`config.mk`:
```
export PLATFORM = sky130hd
export DESIGN_NAME = seq_avg_ctrl
export DESIGN_NICKNAME = d
export VERILOG_FILES = /design/src/rtl/seq_avg_pkg.sv /design/src/rtl/seq_avg_datapath.sv /design/src/rtl/seq_avg_lib.sv /design/src/rtl/seq_avg_ctrl.sv
export SDC_FILE = /design/constraint.sdc
export NUM_CORES = 1
export LEC_CHECK = 0
export BUFFER_PORTS_ARGS = -buffer_cell sky130_fd_sc_hd__buf_2
export CAP_MARGIN = 5
export CORE_MARGIN = 2
export CORE_UTILIZATION = 62
export DETAILED_ROUTE_END_ITERATION = 16
export PLACE_DENSITY_LB_ADDON = 0.05
export SYNTH_ARGS = -nofsm -noshare
export SYNTH_HDL_FRONTEND = slang
export SYNTH_SLANG_ARGS = --single-unit
```
`constraint.sdc`:
```
create_clock -name Clk -period 33.6 [get_ports Clk]
set_input_delay 8.4 -clock Clk [delete_from_list [all_inputs] [get_ports Clk]]
set_output_delay 8.4 -clock Clk [all_outputs]
set_load 0.01 [all_outputs]
```
`src/rtl/seq_avg_pkg.sv`:
```
// ----------------------------------------------------------------------------
// seq_avg_pkg : shared types and constants for the multicycle averager
// Revision    : 1.0
// ----------------------------------------------------------------------------
`default_nettype none

package seq_avg_pkg;

  typedef enum logic [1:0] {
    IDLE  = 2'd0,
    ACC   = 2'd1,
    SHIFT = 2'd2,
    FIN   = 2'd3
  } state_t;

  typedef enum logic [1:0] {
    ACC_HOLD  = 2'd0,
    ACC_LOAD  = 2'd1,
    ACC_ADD   = 2'd2,
    ACC_SHIFT = 2'd3
  } acc_op_t;

  localparam int NUM_OPERANDS = 8;
  localparam int SHIFT_STEPS  = 3;
  localparam int ACCWIDTH     = 32;
  localparam int CNT_W        = 3;

endpackage

`default_nettype wire

```
`src/rtl/seq_avg_datapath.sv`:
```
// ----------------------------------------------------------------------------
// seq_avg_datapath : operand store, shared ADD/SHR and accumulator
// Revision         : 1.0
// ----------------------------------------------------------------------------
`default_nettype none

module seq_avg_datapath
  import seq_avg_pkg::*;
#(
  parameter int DATAWIDTH = 16,
  parameter int ACC_W     = 32
) (
  input  logic                 Clk,
  input  logic                 Rst,
  input  acc_op_t              acc_op,
  input  logic [CNT_W-1:0]     cnt,
  input  logic [DATAWIDTH-1:0] a,
  input  logic [DATAWIDTH-1:0] b,
  input  logic [DATAWIDTH-1:0] c,
  input  logic [DATAWIDTH-1:0] d,
  input  logic [DATAWIDTH-1:0] e,
  input  logic [DATAWIDTH-1:0] f,
  input  logic [DATAWIDTH-1:0] g,
  input  logic [DATAWIDTH-1:0] h,
  input  logic [7:0]           sa,
  output logic [ACC_W-1:0]     acc
);

  logic [DATAWIDTH-1:0] ops [NUM_OPERANDS];
  logic [7:0]           sa_reg;
  logic [ACC_W-1:0]     addend;
  logic [ACC_W-1:0]     sum;
  logic [ACC_W-1:0]     shifted;

  assign addend = ACC_W'(ops[cnt]);

  ADD #(.DATAWIDTH(ACC_W)) u_add (
    .a   (acc),
    .b   (addend),
    .sum (sum)
  );

  SHR #(.DATAWIDTH(ACC_W)) u_shr (
    .a      (acc),
    .sh_amt (sa_reg),
    .d      (shifted)
  );

  always_ff @(posedge Clk) begin
    if (Rst) begin
      acc <= '0;
    end else begin
      case (acc_op)
        ACC_LOAD: begin
          acc    <= '0;
          ops[0] <= a;
          ops[1] <= b;
          ops[2] <= c;
          ops[3] <= d;
          ops[4] <= e;
          ops[5] <= f;
          ops[6] <= g;
          ops[7] <= h;
          sa_reg <= sa;
        end
        ACC_ADD:   acc <= sum;
        ACC_SHIFT: acc <= shifted;
        default:   acc <= acc;
      endcase
    end
  end

endmodule

`default_nettype wire

```
`src/rtl/seq_avg_lib.sv`:
```
// ----------------------------------------------------------------------------
// ADD / SHR : component-library adder and logical right shifter
// Revision  : 1.0
// ----------------------------------------------------------------------------
`default_nettype none

module ADD #(
  parameter int DATAWIDTH = 32
) (
  input  logic [DATAWIDTH-1:0] a,
  input  logic [DATAWIDTH-1:0] b,
  output logic [DATAWIDTH-1:0] sum
);
  // Carry-out is intentionally dropped.
  assign sum = a + b;
endmodule

module SHR #(
  parameter int DATAWIDTH = 32
) (
  input  logic [DATAWIDTH-1:0] a,
  input  logic [7:0]           sh_amt,
  output logic [DATAWIDTH-1:0] d
);
  // Amounts at or beyond the width shift everything out, giving zero.
  assign d = a >> sh_amt;
endmodule

`default_nettype wire

```
`src/rtl/seq_avg_ctrl.sv`:
```
// ----------------------------------------------------------------------------
// seq_avg_ctrl : start/busy/done scheduler for the eight-input averager
// Revision     : 1.0
// ----------------------------------------------------------------------------
`default_nettype none

module seq_avg_ctrl #(
  parameter int DATAWIDTH = 16,
  parameter int ACCWIDTH  = 32
) (
  input  logic                 Clk,
  input  logic                 Rst,
  input  logic                 start,
  input  logic [DATAWIDTH-1:0] a,
  input  logic [DATAWIDTH-1:0] b,
  input  logic [DATAWIDTH-1:0] c,
  input  logic [DATAWIDTH-1:0] d,
  input  logic [DATAWIDTH-1:0] e,
  input  logic [DATAWIDTH-1:0] f,
  input  logic [DATAWIDTH-1:0] g,
  input  logic [DATAWIDTH-1:0] h,
  input  logic [7:0]           sa,
  output logic                 busy,
  output logic                 done,
  output logic [DATAWIDTH-1:0] avg
);

  import seq_avg_pkg::*;

  state_t             state;
  logic [CNT_W-1:0]   cnt;
  acc_op_t            acc_op;
  logic [ACCWIDTH-1:0] acc;
  logic               unused_acc_hi;

  assign unused_acc_hi = ^acc[ACCWIDTH-1:DATAWIDTH];

  // Accumulator command follows the current state so the datapath acts on the same edge.
  always_comb begin
    acc_op = ACC_HOLD;
    case (state)
      IDLE:    if (start) acc_op = ACC_LOAD;
      ACC:     acc_op = ACC_ADD;
      SHIFT:   acc_op = ACC_SHIFT;
      default: acc_op = ACC_HOLD;
    endcase
  end

  seq_avg_datapath #(
    .DATAWIDTH (DATAWIDTH),
    .ACC_W     (ACCWIDTH)
  ) u_datapath (
    .Clk    (Clk),
    .Rst    (Rst),
    .acc_op (acc_op),
    .cnt    (cnt),
    .a      (a),
    .b      (b),
    .c      (c),
    .d      (d),
    .e      (e),
    .f      (f),
    .g      (g),
    .h      (h),
    .sa     (sa),
    .acc    (acc)
  );

  always_ff @(posedge Clk) begin
    if (Rst) begin
      state <= IDLE;
      cnt   <= '0;
      busy  <= 1'b0;
      done  <= 1'b0;
      avg   <= '0;
    end else begin
      done <= 1'b0;
      case (state)
        IDLE: begin
          if (start) begin
            cnt   <= '0;
            busy  <= 1'b1;
            state <= ACC;
          end
        end
        ACC: begin
          if (cnt == CNT_W'(NUM_OPERANDS - 1)) begin
            cnt   <= '0;
            state <= SHIFT;
          end else begin
            cnt <= cnt + 1'b1;
          end
        end
        SHIFT: begin
          if (cnt == CNT_W'(SHIFT_STEPS - 1)) begin
            cnt   <= '0;
            state <= FIN;
          end else begin
            cnt <= cnt + 1'b1;
          end
        end
        FIN: begin
          avg   <= acc[DATAWIDTH-1:0];
          done  <= 1'b1;
          busy  <= 1'b0;
          state <= IDLE;
        end
        default: state <= IDLE;
      endcase
    end
  end

endmodule

`default_nettype wire

```
# == Word-level counts from Yosys, hierarchy flattened ==
# Memories as Yosys holds them, arrays and structs flattened. A register that Yosys moved wholly into a read port is not among the register bits.
# Cells that the tools add are included.
# word_totals
output_inout_bits,18
ff_bits,63
wordCells,50
mem_count,1
mem_bits_rw,128
# memory_table
name,depth,width,rd,rd_ports_with_merged_regs,wr,line,text
u_datapath.ops,8,16,1,1,8,seq_avg_datapath.sv:29,logic [DATAWIDTH-1:0] ops [NUM_OPERANDS];
# classes
n_mux,19
n_shift,1
n_reduce_logical,8
eq_ne,11
n_bitwise,1
addsub,2
# ops
op,n
$pmux W32 S3,1
$add A32 B16 Y32,1
$shr A32 B8 Y32,1
$mux W3,5
$pmux W3 S3,1
$eq A2 B2 Y1 const B,4
$pmux W2 S4,1
$mux W1,6
$mux W2,3
$ne A2 B2 Y1 const B,3
$pmux W2 S3,1
$reduce_and A2 Y1,3
$reduce_bool A3 Y1,2
$eq A2 B1 Y1 const B,2
$add A3 B1 Y3 const B,1
$eq A3 B2 Y1 const B,1
$eq A3 B3 Y1 const B,1
$reduce_and A3 Y1,1
$logic_not A2 Y1,1
$pmux W1 S2,1
$reduce_bool A2 Y1,1
$not A1 Y1,1

# == Longest topological paths before layout ==
# depth
depth_word,6
depth_mapped,15
ltp_nobuf,12

# == By module ==
# Synthesis repeated with hierarchy kept, for this count alone.
# unflattened
hier_cells,967
area_unflattened_um2,11609.9
# by_module_without_submodules
mod,area_each_um2,instances,cells_each,seq_area_each_um2
seq_avg_datapath,6683.9,1,371,4724.5
SHR,2127.0,1,254,0.0
ADD,1744.2,1,241,0.0
seq_avg_ctrl,1054.8,1,101,460.4

# == Least setup slack after synthesis ==
# OpenSTA, ideal clock, no wires.
# synth_path
kind,input to register
startpoint,input Rst
endpoint,"memory u_datapath.ops[0][0], enable pin"
slack_ps,14522
arrival_time_ps,18281
setup_ps,797
path_stages,4
t_required_ps,32803
path_cell_list,clkbuf_1 > clkbuf_1 > clkbuf_1 > nor3_1
# synth_rtl
item,line,text
start: declaration,seq_avg_ctrl.sv:12,"input logic Rst,"
end: declaration,seq_avg_datapath.sv:29,

==> impl.org <==
** Run status
- The flow ran to the end, and the final reports show no timing, DRC or antenna violations.

** Critical path
- Type of origin of the critical path :: primary input
- Kind of end point of the critical path :: flip-flop
- By startpoint and endpoint, the worst setup path is classified as in2reg.
- STA puts the critical path data arrival time at 10.60 ns.
- Max Fanout on Critical Path :: 73
- Data on the critical path is required at its endpoint by 33.65 ns.

** Finish
- The layout has 1154 filler cells.
- Biggest register :: u_datapath.ops
- Antenna Cells :: 0
- Once layout is complete, the utilization of the core stands at 0.730.
- Layout cells sized above 1 :: 0.282
- The net count of the finished layout is 1141.
- The largest registers in the layout are u_datapath.ops: 128 flops, u_datapath.acc: 32 flops, avg: 16 flops.
- Number of standard cells in the final layout excluding fillers :: 1207
- Largest register FFs :: 128
- From synthesis to final layout, the design area changed by 14.0%.

** Flow run
- Max-cap viol count :: 0

** Drt
- For this run, design rule violations remaining after detail routing come to 0.
- The routed layout has 7774 vias.
- The first detailed-routing pass ran for 6 iterations.
- Wire length reported by the detailed router :: 26.3 mm
- Initial drt markers :: 897
- Using the TritonRoute via totals, the vias-per-cell ratio works out to 6.44.
- Routed len/inst :: 21.8 um
- Antenna-violating nets left :: 0

** Timing
- Tmin final :: 10.55 ns
- Relative slew slack :: 0.216
- Pin slew with the least headroom to its limit :: 1.17 ns
- Final worst slack :: 23.05 ns
- Between clock sinks in the finished design, the worst skew comes to 0.0180 ns.
- Setup repair after global routing missed its margin :: false
- Part of the cycle the worst path needs :: 0.314
- Static timing analysis puts the maximum clock frequency at 94.8 MHz.
- Endpoints failing setup :: 0
- The final count of pins violating max slew is 0.
- After routing, the total negative slack on setup checks comes to 0 ns.
- The number of hold-slack violations in the final timing report was 0.

** Floorplan
- Core Rows :: 46
- Width of the chip :: 133 um
- Placeable Area :: 16000 sq um
- Die Area :: 17600 sq um
- For this configuration, the core starts out at a cell density of 0.640.
- Die height :: 133 um
- Io pins :: 157

** CTS
- The clock passes through at most 2 buffers.
- TritonCTS built the clock tree.
- Number of buffers inserted for hold repair after clock tree synthesis :: 0
- After clock tree synthesis, the setup repair step added 0 buffers.
- CTS built an H-tree with a depth of 4.
- The number of clock buffers added by TritonCTS is 17.
- The cell sitting at the root of the clock tree is a sky130_fd_sc_hd__clkbuf_16.
- Post-CTS repair changed the size of 0 cells.
- For this design, the sink count on the clock tree is 194.
- Clock transition at the registers of the reported paths :: 0.07 ns
- Clk_lat worst skew :: 0.44 ns

** Placement
- In this run the tool buffered the top-level ports with 156 buffer cells.
- Post-DP HPWL :: 18.8 mm
- Minimum setup slack after placement :: 22.62 ns
- At the end of routability-driven placement, the weighted congestion stood at 1.01.
- Once placement completed, the tool counted placed cells totaling 1175.

** Global route
- Initial antenna violation count :: 0
- For this run the aggregate overflow at the end of global routing stands at 0.
- Largest net degree at the start of global routing :: 74
- The number of global-route vias before repair is 7513.
- Wire length of the first global-routing pass :: 40.8 mm
- In the global route stage, overall resource usage came out at 0.302.

** Logic synthesis
- The commonest cells after synthesis are sky130_fd_sc_hd__edfxtp_1, sky130_fd_sc_hd__mux2i_1, sky130_fd_sc_hd__nor2_1.
- The share of the Yosys chip area taken by registers is 0.512.
- Of all cell types, the one taking the most synthesized area is sky130_fd_sc_hd__edfxtp_1.
- Top flip-flop cell by instance count after synthesis :: sky130_fd_sc_hd__edfxtp_1
- Netlist Area Pre-Place :: 10200 sq um
- Post-Syn Instances :: 851
- Counting flops with a built-in enable in the synthesized netlist gives 136.
- Mean instance size in the synthesized netlist :: 12.0 sq um
- The number of different library cells used by synthesis comes to 64.
- Dominant cell by count in the synthesized netlist :: sky130_fd_sc_hd__edfxtp_1
- Synthesis produced a netlist with a net count of 1014.
- Of the post-synthesis cell area, the dominant cell type holds 0.399.
- Of all flip-flops after synthesis, the portion carrying an async set or reset was 0.
- Synthesis Warnings :: 0
- Counting flops and latches in the post-synthesis netlist gives 194.
- By area the synthesized netlist is led by sky130_fd_sc_hd__edfxtp_1, sky130_fd_sc_hd__dfxtp_1, sky130_fd_sc_hd__mux4_2.

** Power
- Leakage power :: 4.28 nW
- PD cells :: 72.5 nW/um^2
- The worst-case IR drop observed on VDD is 0.0000495 V.

** Hold path
- The min-delay analysis places its worst path in the category reg2reg.
[logic make-up (layout without fill, tap and decap cells)]
group,after synthesis,count (layout),share of synthesized area
compound gates,195,195,0.124
xor+xnor,20,20,0.0171
mux,137,137,0.187
fa+ha+maj,24,24,0.0300
buf+inv,74,214,0.0338
simple gates,207,207,0.0961
flops,194,194,0.512
[worst paths after layout]
path / endpoint / start / slack (ns) / cells past startpoint
setup / recovery: u_datapath.ops[0][15] / Rst / 23.05 / 5
hold / removal: avg[2] / avg[2] / 0.51 / 2
setup reg to reg: u_datapath.acc[22] / flip-flop / 29.28 / 10
hold reg to reg: avg[2] / avg[2] / 0.51 / 2
[metrics by stage]
step	cell area [sq um]	hold WS [ns]	power [mW]
finish	11700	0.509	0.847
global route	11700	0.534	0.885
CTS	11700	0.502	0.842
detailed placement	11100	0.478	0.642
global placement	11100	0.476	0.630
floorplan	10200	0.460	0.577
[where the power goes]
group          leakage, nW  total [mW]  internal [mW]  switching, mW
sequential            1.72       0.348          0.319         0.0291
clock                0.283       0.202          0.100          0.102
combinational         2.28       0.297          0.111          0.185
total                 4.28       0.847          0.530          0.317
[metal layers]
layer | track usage | routed length (um) | vias to the layer above
met5 | 0 | 0 | -
met4 | 0.106 | 618 | 0
met3 | 0.0808 | 2760 | 47
met2 | 0.464 | 12200 | 476
met1 | 0.418 | 10600 | 3730
li1 | - | - | 3521
[layout by cell type (no fill, tap or decap), drive strengths merged, types with 23 or more instances in the layout]
| master | count |
|---|---|
| nor2 | 66 |
| a21oi | 56 |
| dfxtp | 58 |
| mux2 | 27 |
| ha | 23 |
| edfxtp | 136 |
| mux2i | 69 |
| buf | 167 |
| mux4 | 41 |
| nand2 | 54 |
| o21ai | 44 |
[critical path, cell delays in order]
cell,delay (ns)
sky130_fd_sc_hd__buf_2,0.09
sky130_fd_sc_hd__buf_4,0.32
sky130_fd_sc_hd__nor3_2,0.24
sky130_fd_sc_hd__buf_4,0.62
sky130_fd_sc_hd__buf_4,0.84
[area by class of cell]
cell class,count,area (sq um),area share
Clock inverter,14,155,0.0133
Tap cell,216,270,0.0231
Timing Repair Buffer,167,863,0.0739
Clock buffer,18,429,0.0367
Sequential cell,194,5250,0.449
Multi-Input combinational cell,583,4660,0.399
Inverter,15,56.3,0.00482
Note: power is estimated with default switching activity, not from simulation.
